**config.mk**
```make
export PLATFORM = sky130hd
export DESIGN_NAME = median_stream_finder
export DESIGN_NICKNAME = d
export VERILOG_FILES = /design/src/rtl/median_stream_finder.sv
export SDC_FILE = /design/constraint.sdc
export NUM_CORES = 1
export LEC_CHECK = 0
export ABC_CLOCK_PERIOD_IN_PS = 2000
export CORE_MARGIN = 5
export CORE_UTILIZATION = 52
export DETAILED_ROUTE_END_ITERATION = 10
export PLACE_DENSITY = 0.76
export SLEW_MARGIN = 20
export SYNTH_ARGS = -nofsm -noshare
export SYNTH_HDL_FRONTEND = slang
export SYNTH_SLANG_ARGS = --single-unit
```
**constraint.sdc**
```tcl
create_clock -name clk -period 2 [get_ports clk]
set_input_delay 0.2 -clock clk [delete_from_list [all_inputs] [get_ports clk]]
set_output_delay 0.2 -clock clk [all_outputs]
set_load 0.05 [all_outputs]
```
**src/rtl/median_stream_finder.sv**
```systemverilog
// median_stream_finder: streams N unsigned samples into an insertion-sorted register array
// and holds median/min/max of the set until the consumer accepts.
module median_stream_finder #(
  parameter int DATA_W = 4,
  parameter int N      = 5
) (
  input  logic              clk,
  input  logic              rst,
  input  logic              in_valid,
  output logic              in_ready,
  input  logic [DATA_W-1:0] in_data,
  output logic              out_valid,
  input  logic              out_ready,
  output logic [DATA_W-1:0] out_median,
  output logic [DATA_W-1:0] out_min,
  output logic [DATA_W-1:0] out_max
);
  localparam int CW  = $clog2(N + 1);
  localparam int MID = (N - 1) / 2;
  typedef enum logic {FILL, DONE} state_t;
  state_t            r_state, w_next;
  logic [CW-1:0]     r_count;
  logic [DATA_W-1:0] r_sort [N];
  logic [DATA_W-1:0] w_ins  [N];
  logic [N-1:0]      w_keep;
  logic              w_acc, w_last;
  assign in_ready  = r_state == FILL;
  assign out_valid = r_state == DONE;
  assign w_acc     = in_valid && in_ready;
  assign w_last    = w_acc && r_count == CW'(N - 1);
  // Occupied entries <= sample stay put; the first larger one takes the sample and the rest shift up.
  for (genvar i = 0; i < N; i++) begin : g_ins
    assign w_keep[i] = CW'(i) < r_count && r_sort[i] <= in_data;
    if (i == 0) begin : g_lo
      assign w_ins[i] = w_keep[i] ? r_sort[i] : in_data;
    end else begin : g_hi
      assign w_ins[i] = w_keep[i] ? r_sort[i] :
                        (CW'(i - 1) < r_count && !w_keep[i-1]) ? r_sort[i-1] : in_data;
    end
  end
  always_comb begin
    w_next = r_state;
    if (r_state == FILL && w_last) w_next = DONE;
    if (r_state == DONE && out_ready) w_next = FILL;
  end
  always_ff @(posedge clk) begin
    if (rst) r_state <= FILL;
    else r_state <= w_next;
  end
  always_ff @(posedge clk) begin
    if (rst) begin
      r_count    <= '0;
      out_median <= '0;
      out_min    <= '0;
      out_max    <= '0;
      for (int k = 0; k < N; k++) r_sort[k] <= '0;
    end else if (w_acc) begin
      r_count <= w_last ? '0 : r_count + CW'(1);
      for (int k = 0; k < N; k++) r_sort[k] <= w_ins[k];
      if (w_last) begin
        out_median <= w_ins[MID];
        out_min    <= w_ins[0];
        out_max    <= w_ins[N-1];
      end
    end
  end
endmodule

```
### Word-level counts from Yosys, hierarchy flattened

Memories as Yosys holds them, arrays and structs flattened.
Index checks and enable logic that the tools add are counted.

| storage, ports and cells | value |
|---|---|
| register bits after elaboration | 16 |
| bits in writable memories | 20 |
| output and inout port bits | 14 |
| word-level logic and storage cells | 63 |
| memories | 1 |

| operators by class | value |
|---|---|
| add/subtract/negate cells | 1 |
| $lt $le $gt $ge | 10 |
| equal/unequal tests | 1 |
| multiplexer cells | 20 |
| bitwise gates (word level) | 6 |
| reduce and logical (&&, ||, !) cells | 19 |

Memories:

| name | depth | width | rd ports | clocked after Yosys merged registers in | write ports | RTL line | source |
|---|---|---|---|---|---|---|---|
| r_sort | 5 | 4 | 5 | 0 | 5 | 23 | `logic [DATA_W-1:0] r_sort [N];` |

Operator list:

| kind | number |
|---|---|
| $mux W4 | 14 |
| $le A4 B4 Y1 | 5 |
| $logic_and A1 B1 Y1 | 13 |
| $lt A1 B3 Y1 const A | 2 |
| $lt A2 B3 Y1 const A | 2 |
| $mux W1 | 5 |
| $or A1 B1 Y1 | 5 |
| $logic_not A1 Y1 | 4 |
| $add A3 B1 Y3 const B | 1 |
| $eq A3 B3 Y1 const B | 1 |
| $lt A3 B3 Y1 const A | 1 |
| $mux W3 | 1 |
| $reduce_and A2 Y1 | 1 |
| $reduce_or A2 Y1 | 1 |
| $not A1 Y1 | 1 |

### Depth between registers and ports, before layout

| logic depth | value |
|---|---|
| depth after elaboration | 7 |
| depth in mapped cells | 10 |
| gate-level depth less buffers | 7 |

### Worst setup path after synthesis

Ideal clock, no wire load.

| timing | value |
|---|---|
| kind | reg2reg |
| start | mem r_sort[3][1] |
| end | mem r_sort[4][0] (data pin) |
| setup time | 0.254 ns |
| data arrival time | 1.718 ns |
| required time | 1.746 ns |
| path slack | 0.028 ns |
| stages on the path, launching flop included | 7 |
| path buffers | 0 |
| period minus slack after synthesis | 1.972 ns |
| cell sequence | edfxtp_1 > ha_1 > nor2b_1 > o211a_1 > o211a_4 > mux2_4 > o21a_1 |

RTL lines:

| what | RTL line |
|---|---|
| start, declared | 23 |

==> results.cfg <==
[run_status]
outcome = finished with violations
violations = negative setup slack

[clock_tree]
tritoncts = done
clockBufferDepth = 2
numCtsBuffers = 5
htree_levels = 2
num_clock_sinks = 36
clk_latency_ns = 0.30
clk_pin_slew_ns = 0.08
cts_root_buffer = sky130_fd_sc_hd__clkbuf_8

[route]
postRouteWirelength_um = 6918
wire_per_inst_um = 19.88
drt-initial-drc-count = 178
postRouteAntennaNets = 0
detail_route.vias_per_cell = 6.034
drc = 0
detailroute.via_count = 2100
drtPass1Iterations = 4

[worst_hold_path]
hold_class = reg -> reg
worst_hold_path.num_cells = 2

[grt]
antenna_found_initial = 0
grt_pass1_vias = 2158
grt_use_total_pct = 22.67
grt_start_max_net_pins = 22
overflow = 0
wire_length_of_the_first_global_routing_pass_um = 10630

[synthesis]
synth_largest_area_cell = sky130_fd_sc_hd__edfxtp_1
yosysUniqueCellTypes = 42
synth_most_common_cell = sky130_fd_sc_hd__nor2_1
synth_top_area_share_pct = 25.86
post_synth_inst_count = 231
ys_async_sr_fraction_pct = 0
ys_dominant_reg_cell = sky130_fd_sc_hd__edfxtp_1
synth.avg_cell_area_um2 = 10.05
synthesized_flop_and_latch_total = 36
yosys_warning_total = 0
post_synth_instance_area_mm2 = 0.002322
synth-edff-count = 20
top_cell_types_by_occurrence_after_synthesis = sky130_fd_sc_hd__nor2_1 (26), sky130_fd_sc_hd__a21oi_1 (22), sky130_fd_sc_hd__ha_1 (22)
synth-seq-area-share_pct = 39.66
synth_fp_nets = 261
cell_types_with_the_largest_area_share_after_synthesis = sky130_fd_sc_hd__edfxtp_1 (26%), sky130_fd_sc_hd__dfxtp_1 (14%), sky130_fd_sc_hd__ha_1 (12%), sky130_fd_sc_hd__mux2i_1 (8.6%), sky130_fd_sc_hd__a21oi_1 (4.7%)

[power]
cellLeakagePower_nw = 1.357
p_per_area_mw_per_mm2 = 573.4
fin_total_pwr_mw = 1.884
vdd.ir_drop.worst_mv = 0.4157

[floorplanning]
initial_utilization_pct = 53.33
number_of_i_o_pins = 22
die_area_mm2 = 0.005902
row_count = 24
die-width_um = 76.83
floorplan.core_area_mm2 = 0.004354
die_y_um = 76.83

[setup_path]
timing.reg2reg.worst_path_depth = 6
critical_path.startpoint_type = flop
worst-endpoint-arrival_ns = 2.12
crit_path_max_fanout = 4
cp_data_required_time_ns = 2.06
setup.worst_path.end_class = flop
worstSetupPathType = reg -> reg

[sta]
finalHoldViolCount = 0
worst-slew-pin-transition_ns = 0.5278
period_share_pct = 103.0
fin_ws_ns = -0.05907
finalHoldWorstSlack_ns = 0.4981
rsz_0062_raised_after_global_routing = yes
fmax_ghz = 0.4857
skew_ns = 0.009437
timing.slew.headroom_pct = 64.70
timing.final.crit_period_ns = 2.059
final-setup-viol-count = 8
final_max_slew_viol_count = 0

[cells_and_area]
regArea_um2 = 922.1
multi_input_combinational_cell_area_mm2 = 0.001590
layout-drive-gt1-share_pct = 33.11
finish.net_count = 325
num_antenna_cells = 0
growth_of_design_area_from_synthesis_to_finish_pct = 41.49
layoutNonFillerInstCount = 348
fillers = 248

[place]
final_wtd_congestion = 0.8658
place.detailed.hpwl_um = 4399
place_inst = 326
io_buffers = 21

[flow_run]
max-cap-violations = 0
==> per-stage QoR <==
stage	setup slack, ns	TNS [ns]	utilization (%)	cell area (um^2)
3_3_place_gp	-0.5369	-14.12	64.22	2796
2_1_floorplan	0.02780	0	-	2322
3_5_place_dp	-0.5142	-15.42	64.22	2796
5_1_grt	-0.06135	-0.6655	75.46	3286
4_1_cts	-0.06844	-0.1415	70.60	3074
6_report	-0.05907	-0.1803	75.46	3286
==> power by group <==
| part | total [mW] | leakage [nW] | internal [mW] | switching, mW |
|---|---|---|---|---|
| Combinational | 0.500 | 0.965 | 0.248 | 0.253 |
| Sequential | 0.866 | 0.350 | 0.822 | 0.0436 |
| Clock | 0.518 | 0.0424 | 0.249 | 0.269 |
| Total | 1.88 | 1.36 | 1.32 | 0.566 |
==> logic make-up after synthesis <==
kind of cell    share of synthesized area (%)
compound gates                          19.02
flops                                   39.66
fa+ha+maj                               11.85
buf+inv                                 3.879
mux                                     9.267
simple gates                            16.33
==> what timing repair did <==
action                     4_1_cts  5_1_grt
buffers inserted                 8        6
resized for setup               33       27
setup endpoints to repair       36       36
hold buffers                     0        0
pin swaps                        9        8
==> cell usage in the layout, fill, tap and decap left out, types with 4 or more instances in the layout <==
cell and count:
sky130_fd_sc_hd__a211oi_1 4, sky130_fd_sc_hd__a21oi_1 20, sky130_fd_sc_hd__buf_4 44, sky130_fd_sc_hd__clkbuf_8 5, sky130_fd_sc_hd__clkdlybuf4s50_1 17, sky130_fd_sc_hd__dfxtp_1 15, sky130_fd_sc_hd__edfxtp_1 20, sky130_fd_sc_hd__ha_1 15
sky130_fd_sc_hd__ha_4 6, sky130_fd_sc_hd__inv_1 8, sky130_fd_sc_hd__mux2i_1 9, sky130_fd_sc_hd__mux2i_4 8, sky130_fd_sc_hd__nand2b_1 4, sky130_fd_sc_hd__nor2_1 26, sky130_fd_sc_hd__nor3b_1 13, sky130_fd_sc_hd__o21ai_1 11
==> worst paths after layout <==
kind | startpoint | end | slack [ns]
worst min-delay path | out_min[2]$_SDFFE_PP0P_ | out_min[2]$_SDFFE_PP0P_ | 0.50
worst max register to register | r_sort[3][1]$_SDFFCE_PN0P_ | r_sort[4][0]$_SDFFCE_PN0P_ | -0.06
worst min register to register | out_min[2]$_SDFFE_PP0P_ | out_min[2]$_SDFFE_PP0P_ | 0.50
worst max-delay path | r_sort[3][1]$_SDFFCE_PN0P_ | r_sort[4][0]$_SDFFCE_PN0P_ | -0.06
==> routing by layer <==
layer	up-vias	share of wire (%)	GRT usage (%)
li1	989	-	-
met1	998	40	27.43
met2	88	50	37.78
met3	25	5.6	5.152
met4	0	4.1	10.84
met5	-	0	0
==> critical path, stage by stage (launching register included) <==
cell and delay (ns):
sky130_fd_sc_hd__edfxtp_1 0.45, sky130_fd_sc_hd__ha_4 0.25, sky130_fd_sc_hd__nor2b_4 0.12, sky130_fd_sc_hd__o211a_1 0.25, sky130_fd_sc_hd__o211a_4 0.26, sky130_fd_sc_hd__mux2_4 0.31
sky130_fd_sc_hd__o21a_1 0.17
==> state kept, by name (all words and copies together), names as in the netlist <==
name / count
out_min: 4
out_max: 4
r_count: 3
out_valid: 1
r_sort: 20
out_median: 4
==> area by class of cell <==
| class | instances | area share, % |
|---|---|---|
| clock buffers | 7 | 2.323 |
| clock inverters | 1 | 0.2666 |
| inverters | 11 | 1.409 |
| multi-input cells | 173 | 48.40 |
| flip-flops and latches | 36 | 28.07 |
| well taps | 52 | 1.980 |
| repair buffers | 68 | 17.56 |
Power figures use the tool's default switching activity.
